`src/rtl/dmem_arb_pkg.sv`:
```
// Shared types and helpers for the data-memory arbiter.
// Holds the state encoding, the one-hot owner codes and the counter-width helper.
package dmem_arb_pkg;

    typedef enum logic [1:0] {
        ST_IDLE    = 2'd0,
        ST_LOCK_M1 = 2'd1,
        ST_RECOVER = 2'd2
    } arb_state_t;

    localparam logic [1:0] OWN_NONE = 2'b00;
    localparam logic [1:0] OWN_M0   = 2'b01;
    localparam logic [1:0] OWN_M1   = 2'b10;

    // Bits needed to hold values 0..max_val.
    function automatic int unsigned cnt_width(input int unsigned max_val);
        return (max_val < 1) ? 1 : $clog2(max_val + 1);
    endfunction

endpackage

```
`src/rtl/dmem_arbiter_sat_counter.sv`:
```
// Saturating up-counter with synchronous active-low reset, clear, load and increment.
// Priority is reset, then clear, then load, then increment.
module sat_counter #(
    parameter int unsigned W   = 4,
    parameter int unsigned MAX = 8
) (
    input  logic         clk,
    input  logic         reset,
    input  logic         clr,
    input  logic         inc,
    input  logic         load,
    input  logic [W-1:0] load_val,
    output logic [W-1:0] cnt
);

    always_ff @(posedge clk) begin
        if (!reset) begin
            cnt <= '0;
        end else if (clr) begin
            cnt <= '0;
        end else if (load) begin
            cnt <= load_val;
        end else if (inc && (cnt != W'(MAX))) begin
            cnt <= cnt + W'(1);
        end
    end

endmodule

```
`src/rtl/dmem_arbiter.sv`:
```
// Two-master data-memory arbiter: M0 (CPU) has fixed priority, M1 gets bounded
// starvation and locked bursts capped at BURST_MAX beats, followed by an M0 window.
module dmem_arbiter
    import dmem_arb_pkg::*;
#(
    parameter int unsigned AW        = 32,
    parameter int unsigned DW        = 32,
    parameter int unsigned MAX_WAIT  = 4,
    parameter int unsigned BURST_MAX = 8
) (
    input  logic            clk,
    input  logic            reset,
    input  logic            m0_req,
    input  logic [AW-1:0]   m0_addr,
    input  logic [DW-1:0]   m0_wdata,
    input  logic [DW/8-1:0] m0_we,
    output logic [DW-1:0]   m0_rdata,
    output logic            m0_ack,
    output logic            m0_stall,
    input  logic            m1_req,
    input  logic            m1_lock,
    input  logic [AW-1:0]   m1_addr,
    input  logic [DW-1:0]   m1_wdata,
    input  logic [DW/8-1:0] m1_we,
    output logic [DW-1:0]   m1_rdata,
    output logic            m1_ack,
    output logic [AW-1:0]   s_daddr,
    output logic [DW-1:0]   s_dwdata,
    output logic [DW/8-1:0] s_dwe,
    input  logic [DW-1:0]   s_drdata,
    output logic [1:0]      owner
);

    localparam int unsigned WW = cnt_width(MAX_WAIT);
    localparam int unsigned BW = cnt_width(BURST_MAX);

    arb_state_t    state, state_nxt;
    logic [1:0]    grant;
    logic [WW-1:0] wait_cnt;
    logic [BW-1:0] beat_cnt;
    logic          lock_hold;
    logic          wait_hit;
    logic          beat_load, beat_inc, beat_clr;

    assign lock_hold = (state == ST_LOCK_M1) && m1_req && m1_lock;
    assign wait_hit  = (wait_cnt == WW'(MAX_WAIT));

    always_ff @(posedge clk) begin
        if (!reset) begin
            state <= ST_IDLE;
        end else begin
            state <= state_nxt;
        end
    end

    // Reset gates the grant, so no ack or write strobe can escape during reset.
    always_comb begin
        grant = OWN_NONE;
        if (!reset) begin
            grant = OWN_NONE;
        end else if (lock_hold) begin
            grant = OWN_M1;
        end else if ((state == ST_RECOVER) && m0_req) begin
            grant = OWN_M0;
        end else if (m0_req && m1_req) begin
            grant = wait_hit ? OWN_M1 : OWN_M0;
        end else if (m0_req) begin
            grant = OWN_M0;
        end else if (m1_req) begin
            grant = OWN_M1;
        end
    end

    assign m0_ack = grant[0];
    assign m1_ack = grant[1];

    always_comb begin
        state_nxt = state;
        beat_load = 1'b0;
        beat_inc  = 1'b0;
        beat_clr  = 1'b0;
        unique case (state)
            ST_IDLE: begin
                if (m1_ack && m1_lock) begin
                    beat_load = 1'b1;
                    state_nxt = (BURST_MAX <= 1) ? ST_RECOVER : ST_LOCK_M1;
                end
            end
            ST_LOCK_M1: begin
                if (!lock_hold) begin
                    state_nxt = ST_RECOVER;
                end else begin
                    beat_inc = m1_ack;
                    // beat_cnt counts beats already done, so this ack is the last one.
                    if (beat_cnt == BW'(BURST_MAX - 1)) begin
                        state_nxt = ST_RECOVER;
                    end
                end
            end
            ST_RECOVER: begin
                beat_clr  = 1'b1;
                state_nxt = ST_IDLE;
            end
            default: begin
                state_nxt = ST_IDLE;
            end
        endcase
    end

    always_comb begin
        owner    = grant;
        m0_stall = m0_req & ~m0_ack;
        s_daddr  = '0;
        s_dwdata = '0;
        s_dwe    = '0;
        m0_rdata = '0;
        m1_rdata = '0;
        if (grant == OWN_M0) begin
            s_daddr  = m0_addr;
            s_dwdata = m0_wdata;
            s_dwe    = m0_we;
            m0_rdata = s_drdata;
        end else if (grant == OWN_M1) begin
            s_daddr  = m1_addr;
            s_dwdata = m1_wdata;
            s_dwe    = m1_we;
            m1_rdata = s_drdata;
        end
    end

    sat_counter #(
        .W   (WW),
        .MAX (MAX_WAIT)
    ) u_wait_cnt (
        .clk      (clk),
        .reset    (reset),
        .clr      (m1_ack | ~m1_req),
        .inc      (m1_req & ~m1_ack),
        .load     (1'b0),
        .load_val ('0),
        .cnt      (wait_cnt)
    );

    sat_counter #(
        .W   (BW),
        .MAX (BURST_MAX)
    ) u_beat_cnt (
        .clk      (clk),
        .reset    (reset),
        .clr      (beat_clr),
        .inc      (beat_inc),
        .load     (beat_load),
        .load_val (BW'(1)),
        .cnt      (beat_cnt)
    );

endmodule

```
`config.mk`:
```
export PLATFORM = sky130hd
export DESIGN_NAME = dmem_arbiter
export DESIGN_NICKNAME = d
export VERILOG_FILES = /design/src/rtl/dmem_arb_pkg.sv /design/src/rtl/dmem_arbiter_sat_counter.sv /design/src/rtl/dmem_arbiter.sv
export SDC_FILE = /design/constraint.sdc
export NUM_CORES = 1
export LEC_CHECK = 0
export ABC_AREA = 1
export CAP_MARGIN = 10
export CORE_AREA = 4 4 117 119
export CTS_CLUSTER_DIAMETER = 80
export DETAILED_ROUTE_END_ITERATION = 12
export DIE_AREA = 0 0 121 123
export GPL_TIMING_DRIVEN = 1
export MAX_ROUTING_LAYER = met4
export PLACE_DENSITY = 0.6
export SYNTH_ARGS = -nofsm -noshare
export SYNTH_HDL_FRONTEND = slang
export SYNTH_HIERARCHICAL = 1
export SYNTH_SLANG_ARGS = --single-unit
```
`constraint.sdc`:
```
create_clock -name clk -period 2.2 [get_ports clk]
set_input_delay 0.55 -clock clk [delete_from_list [all_inputs] [get_ports clk]]
set_output_delay 0.55 -clock clk [all_outputs]
set_load 0.005 [all_outputs]
```
==> results of run 1 <==
layout make-up:
type	count	area [µm²]	area share, %
Tap cell	172	215	3.31
Sequential cell	9	190	2.93
Timing Repair Buffer	397	3710	57.1
Clock buffer	4	78.8	1.21
Inverter	59	229	3.52
Multi-Input combinational cell	365	2080	31.9
metal layers:
layer | global-route usage, % | vias to the layer above
met2 | 39.9 | 254
met4 | 4.25 | 0
met3 | 4.12 | 25
li1 | - | 2159
met5 | - | -
met1 | 23.0 | 2010
critical path, delay by kind of cell (launching register included):
kind	cells	cell delay, ns
simple gates	7	0.59
buf+inv	5	0.56
flops	1	0.33
report_power, final:
| group | switching, mW | internal [mW] | total, mW |
|---|---|---|---|
| registers | 0.0120 | 0.171 | 0.183 |
| clock network | 0.0865 | 0.243 | 0.329 |
| logic | 0.532 | 0.742 | 1.27 |
| total | 0.630 | 1.16 | 1.79 |
final timing paths:
path | slack [ns] | from | end
worst max-delay path | -0.08 | u_wait_cnt/cnt[0]$_SDFFE_PP0P_ | s_dwdata[8]
worst min-delay path | 0.57 | u_beat_cnt/cnt[2]$_SDFFE_PP0P_ | u_beat_cnt/cnt[2]$_SDFFE_PP0P_
worst max register to register | 0.21 | u_wait_cnt/cnt[0]$_SDFFE_PP0P_ | u_beat_cnt/cnt[0]$_SDFFE_PP0P_
worst min register to register | 0.57 | u_beat_cnt/cnt[2]$_SDFFE_PP0P_ | u_beat_cnt/cnt[2]$_SDFFE_PP0P_
synth_stat cells:
library cell and instances:
or2_4 1, nand3_1 78, inv_1 55, buf_2 13, dfxtp_1 9, inv_2 3, a21oi_1 34, nor2_1 51
nand3_2 3, clkbuf_1 5, clkinv_1 1, buf_4 14, ha_1 4, o21ai_0 4, o21a_1 1, a211oi_1 1
nand2_4 1, nor3_1 1, nor2_4 2, nand4_1 2, conb_1 2, nand2_2 6, nand2_1 163, xor2_1 1
per-stage QoR:
| stage | worst slack, ns | instance area, µm² | power (mW) | util, % |
|---|---|---|---|---|
| after global routing | -0.194 | 6500 | 1.89 | 51.7 |
| final | -0.0842 | 6500 | 1.79 | 51.7 |
| after detailed placement | -0.827 | 5670 | 1.25 | 45.1 |
| after floorplan | 0.366 | 2220 | 0.502 | - |
| after global placement | -0.817 | 5670 | 1.26 | 45.1 |
| after CTS | -0.311 | 6370 | 1.71 | 50.7 |
cell families (layout without fill, tap and decap cells):
| group | Yosys count | in the layout | synth area share, % |
|---|---|---|---|
| flops | 9 | 9 | 8.25 |
| compound gates | 40 | 40 | 9.40 |
| xor+xnor | 1 | 1 | 0.401 |
| simple gates | 308 | 308 | 60.5 |
| other cells | 2 | 12 | 0.344 |
| buf+inv | 91 | 460 | 18.8 |
| fa+ha+maj | 4 | 4 | 2.29 |
registers in the layout, summed over array words and instances, names as in the netlist:
signal and count:
u_wait_cnt/cnt 3, state 2, u_beat_cnt/cnt 4
timing repair:
action,in CTS,in global routing
setup endpoints to repair,139,137
hold endpoints to repair,0,0
pin swaps,14,41
resized for setup,339,314
gates cloned,10,7
setup buffers,34,21
==> results.sh, run 1 <==
export IMPL_final_nets=1012
export IMPL_holdWs_ns=0.574
export IMPL_drc=0
export IMPL_cpMaxStageDelayCell="dfxtp_2"
export IMPL_die_w_um=121
export IMPL_cts_root_buffer="clkbuf_16"
export IMPL_endpoint_kind="output port"
export IMPL_cp_slowest_stage_delay_ns=0.33
export IMPL_finalSetupTns_ns=-0.801
export IMPL_ios=310
export IMPL_num_rows=41
export IMPL_synthCells=455
export IMPL_synth_top_area_share_pct=28.0
export IMPL_min_period_ns=2.28
export IMPL_met1_length_mm=6.45
export IMPL_status="finished with violations"
export IMPL_grt_start_max_net_pins=34
export IMPL_final_cell_mix="168 x clkdlybuf4s50_1, 127 x nand2_1, 67 x clkbuf_2, 53 x buf_2, 50 x inv_1"
export IMPL_fin_skew_ns=0.00354
export IMPL_cts_buffers=3
export IMPL_insertion_delay_ns=0.24
export IMPL_critPathKind="reg2out"
export IMPL_core_area_um2=12600
export IMPL_leakage_nw=3.41
export IMPL_worstPathCellList="nor2_4 -> nand2_2 -> nand2_4 -> nand3_4 -> nand2_8 -> buf_6 -> buf_6 -> buf_8 -> buf_6 -> nand2_2 -> nand2_1 -> buf_2"
export IMPL_synth_area_top_cells="nand2_1 28%, nand3_1 18%, inv_1 9.5%, nor2_1 8.8%, dfxtp_1 8.3%"
export IMPL_synthesis_area_um2=2180
export IMPL_grt_pass1_vias=4411
export IMPL_yosys_warnings=6
export IMPL_diodes=0
export IMPL_wl_met2_mm=9.62
export IMPL_ff2ff_path_depth=15
export IMPL_report_final_slew_viol_count=0
export IMPL_yosysTopAreaCell="nand2_1"
export IMPL_p_per_area_nw_per_um2=275
export IMPL_crit_top_cell="buf_6"
export IMPL_syn_avg_cell_area_um2=4.80
export IMPL_final_cells=1006
export IMPL_drive_above_1_share_pct=40.8
export IMPL_fmax_mhz=438
export IMPL_antenna_found_initial=0
export IMPL_port_buffers=309
export IMPL_fin_ws_ns=-0.0842
export IMPL_wirelength_mm=18.0
export IMPL_topRoutingLayerUsed="met4"
export IMPL_cts_sinks=9
export IMPL_failed_checks="setup timing"
export IMPL_num_fill_cells=1226
export IMPL_yosys_register_bits=9
export IMPL_start_util_pct=17.4
export IMPL_wl_per_cell_um=17.9
export IMPL_min_path_cells=2
export IMPL_first_pass_iters=4
export IMPL_grt_overflow_total=0
export IMPL_postCtsHoldBufs=0
export IMPL_ir_drop_mv=0.223
export IMPL_htreeDepth=1
export IMPL_synth_cell_type_count=24
export IMPL_final_period_utilization_pct=104
export IMPL_path_clk_slew_ns=0.04
export IMPL_layout_commonest_cell="clkdlybuf4s50_1"
export IMPL_cp_start_kind="flop"
export IMPL_via_count=4448
export IMPL_drt_iter0_markers=190
export IMPL_wl_met3_mm=1.53
export IMPL_dp_hpwl_mm=12.4
export IMPL_final_setup_viol_count=26
export IMPL_ant_nets=0
export IMPL_grt_pass1_wl_mm=24.0
export IMPL_via_per_inst=4.42
export IMPL_hold_viol=0
export IMPL_hp_class="reg2reg"
export IMPL_syn_to_final_growth_pct=198
export IMPL_cp_max_fo=6
export IMPL_grt_usage_pct=21.1
export IMPL_dieArea_um2=14900
export IMPL_cp_data_arrival_time_ns=1.73
export IMPL_yosysSeqAreaShare_pct=8.25
export IMPL_max_cap_violations=0
export IMPL_cts_tree="built"
export IMPL_dp_cells=944
export IMPL_required_ns=1.65
export IMPL_globalplace_congestion=0.928
export IMPL_rsz0062_at_grt="yes"
export IMPL_dieHeight_um=123
export IMPL_clock_path_buffers=2
(Power assumes the default switching activity.)
==> inputs of run 2 (changes only) <==
--- a/config.mk
+++ b/config.mk
@@ -12,8 +12,11 @@
 export DETAILED_ROUTE_END_ITERATION = 12
 export DIE_AREA = 0 0 121 123
 export GPL_TIMING_DRIVEN = 1
+export HOLD_SLACK_MARGIN = 0.02
 export MAX_ROUTING_LAYER = met4
 export PLACE_DENSITY = 0.6
+export REMOVE_ABC_BUFFERS = 1
+export SLEW_MARGIN = 30
 export SYNTH_ARGS = -nofsm -noshare
 export SYNTH_HDL_FRONTEND = slang
 export SYNTH_HIERARCHICAL = 1
==> results.sh, run 2 (synthesis gave the netlist of run 1 again) <==
export IMPL_dp_cells=935
export IMPL_design_area_um2=7460
export IMPL_fin_skew_ns=0.00323
export IMPL_wl_per_cell_um=19.7
export IMPL_grt_pass1_wl_mm=27.6
export IMPL_cp_slowest_stage_delay_ns=0.15
export IMPL_post_place_ws_ns=-0.879
export IMPL_r2r_end="u_beat_cnt/cnt[3]$_SDFFE_PP0P_"
export IMPL_worstHoldStart="u_beat_cnt/cnt[1]$_SDFFE_PP0P_"
export IMPL_min_path_cells=2
export IMPL_multi_input_area_um2=2450
export IMPL_cpLargestDelayFamily="buffers and inverters"
export IMPL_final_cell_mix="168 x clkdlybuf4s50_1, 90 x buf_2, 88 x nand2_1, 60 x nand2_2, 51 x buf_6"
export IMPL_grt_pass1_vias=4804
export IMPL_via_count=4723
export IMPL_largestRegisters="u_beat_cnt/cnt (4), u_wait_cnt/cnt (3), state (2)"
export IMPL_leakage_nw=3.79
export IMPL_cp_max_fo=4
export IMPL_status="finished with violations"
export IMPL_endpoint_kind="output port"
export IMPL_drc=0
export IMPL_cts_tree="built"
export IMPL_worstPathCellList="buf_8 -> nand2_2 -> inv_2 -> nand2_2 -> buf_6 -> nand3_4 -> buf_12 -> buf_12 -> buf_12 -> buf_6 -> buf_6 -> nand3_2 -> nand2_1 -> buf_2"
export IMPL_ir_drop_mv=0.231
export IMPL_core_area_um2=12600
export IMPL_report_final_slew_viol_count=0
export IMPL_dp_hpwl_mm=11.7
export IMPL_drive_above_1_share_pct=53.0
export IMPL_cts_root_buffer="clkbuf_16"
export IMPL_largest_register="u_beat_cnt/cnt"
export IMPL_cpMaxStageDelayCell="buf_12"
export IMPL_cp_start_kind="primary input"
export IMPL_whs_endpoint="u_beat_cnt/cnt[1]$_SDFFE_PP0P_"
export IMPL_drt_iter0_markers=280
export IMPL_wirelength_mm=20.4
export IMPL_hp_class="reg2reg"
export IMPL_p_per_area_nw_per_um2=284
export IMPL_port_buffers=309
export IMPL_htreeDepth=1
export IMPL_fmax_mhz=401
export IMPL_placed_cell_area_um2=5560
export IMPL_required_ns=1.65
export IMPL_grt_start_max_net_pins=34
export IMPL_failed_checks="setup timing"
export IMPL_antenna_found_initial=0
export IMPL_path_clk_slew_ns=0.04
export IMPL_first_pass_iters=7
export IMPL_layout_commonest_cell="clkdlybuf4s50_1"
export IMPL_fin_ws_ns=-0.293
export IMPL_register_area_um2=184
export IMPL_cts_buffers=3
export IMPL_start_util_pct=17.4
export IMPL_ff2ff_path_depth=18
export IMPL_diodes=0
export IMPL_dieArea_um2=14900
export IMPL_dieHeight_um=123
export IMPL_finalPower_mw=2.12
export IMPL_final_setup_viol_count=135
export IMPL_globalplace_congestion=0.899
export IMPL_num_fill_cells=1109
export IMPL_largest_register_ffs=4
export IMPL_via_per_inst=4.57
export IMPL_cp_data_arrival_time_ns=1.94
export IMPL_final_cells=1034
export IMPL_cts_sinks=9
export IMPL_max_cap_violations=0
export IMPL_worst_r2r_setup_slack_ns=0.08
export IMPL_min_period_ns=2.49
export IMPL_clock_path_buffers=2
export IMPL_num_rows=41
export IMPL_final_nets=1040
export IMPL_rsz0062_at_grt="yes"
export IMPL_syn_to_final_growth_pct=242
export IMPL_final_period_utilization_pct=113
export IMPL_path_buf_inv=9
export IMPL_die_w_um=121
export IMPL_insertion_delay_ns=0.25
export IMPL_hold_viol=0
export IMPL_ant_nets=0
export IMPL_critPathKind="in2out"
export IMPL_grt_usage_pct=25.0
export IMPL_worstReg2RegStart="u_wait_cnt/cnt[0]$_SDFFE_PP0P_"
export IMPL_grt_overflow_total=0
export IMPL_ios=310
==> run 2: cell count changes in the layout (fill, tap and decap cells not counted), sizes merged <==
cell           change
dlygate4sd2        -2
clkdlybuf4s15      -7
dlymetal6s2s       -4
clkbuf            -45
buf               +85
bufbuf             +1
==> run 2: how the worst max path moves through the flow <==
| stage | slack (ns) | to | startpoint | cells after the start |
|---|---|---|---|---|
| 2_1_floorplan | -1.03 | m0_stall | m1_req | 7 |
| 3_3_place_gp | -0.91 | s_dwdata[30] | m1_req | 9 |
| 3_5_place_dp | -0.88 | s_dwdata[30] | m0_req | 9 |
| 4_1_cts | -0.17 | s_dwe[3] | m0_req | 14 |
| 5_1_grt | -0.33 | s_dwe[3] | m0_req | 14 |
| 6_report | -0.29 | s_dwe[3] | m0_req | 14 |
==> run 2: report_power, final <==
part	internal [mW]	switching (mW)	total [mW]
Clock	0.244	0.0966	0.340
Combinational	0.929	0.668	1.60
Sequential	0.172	0.0103	0.182
==> run 2: worst register-to-register path, stage by stage, from the launching register on <==
cell     delay (ns)
dfxtp_2        0.31
nor2_2         0.09
nand2_1        0.08
nand2_2        0.10
buf_6          0.11
nand3_4        0.07
buf_12         0.14
nand2_8        0.11
buf_4          0.13
buf_6          0.08
buf_6          0.09
buf_4          0.11
nand2_1        0.08
inv_1          0.11
inv_2          0.08
nand3_1        0.10
nand2_1        0.07
nor2_1         0.10
nor2_1         0.05
==> run 2: per-stage QoR <==
step                TNS [ns]  utilization [%]  hold WS [ns]
global placement      -99.75             44.2         0.554
detailed placement   -100.75             44.2         0.558
CTS                    -8.18             54.3         0.564
floorplan             -43.43                -         0.496
finish                -18.15             59.4         0.570
global route          -26.73             59.4         0.592
==> run 2: routing by layer <==
| metal | up-vias | share of wire (%) | routed length (µm) | track usage (%) |
|---|---|---|---|---|
| li1 | 2234 | - | - | - |
| met5 | - | 0 | 0 | - |
| met2 | 225 | 54 | 11000 | 45.3 |
| met3 | 41 | 5.7 | 1150 | 3.29 |
| met4 | 0 | 2.9 | 586 | 5.95 |
| met1 | 2223 | 37 | 7620 | 29.3 |
==> run 2: area by class of cell <==
cell class,instances,area share [%]
clock buffers,4,1.06
inverters,59,3.00
multi-input cells,365,32.9
flip-flops and latches,9,2.47
well taps,172,2.88
repair buffers,425,57.7
==> run 2: timing repair <==
action	4_1_cts	5_1_grt
cloned	24	2
pin swaps	36	33
endpoints found under the hold margin	0	0
setup buffers	56	20
hold buffers	0	0
gates resized for setup	620	242
setup endpoints to repair	137	137
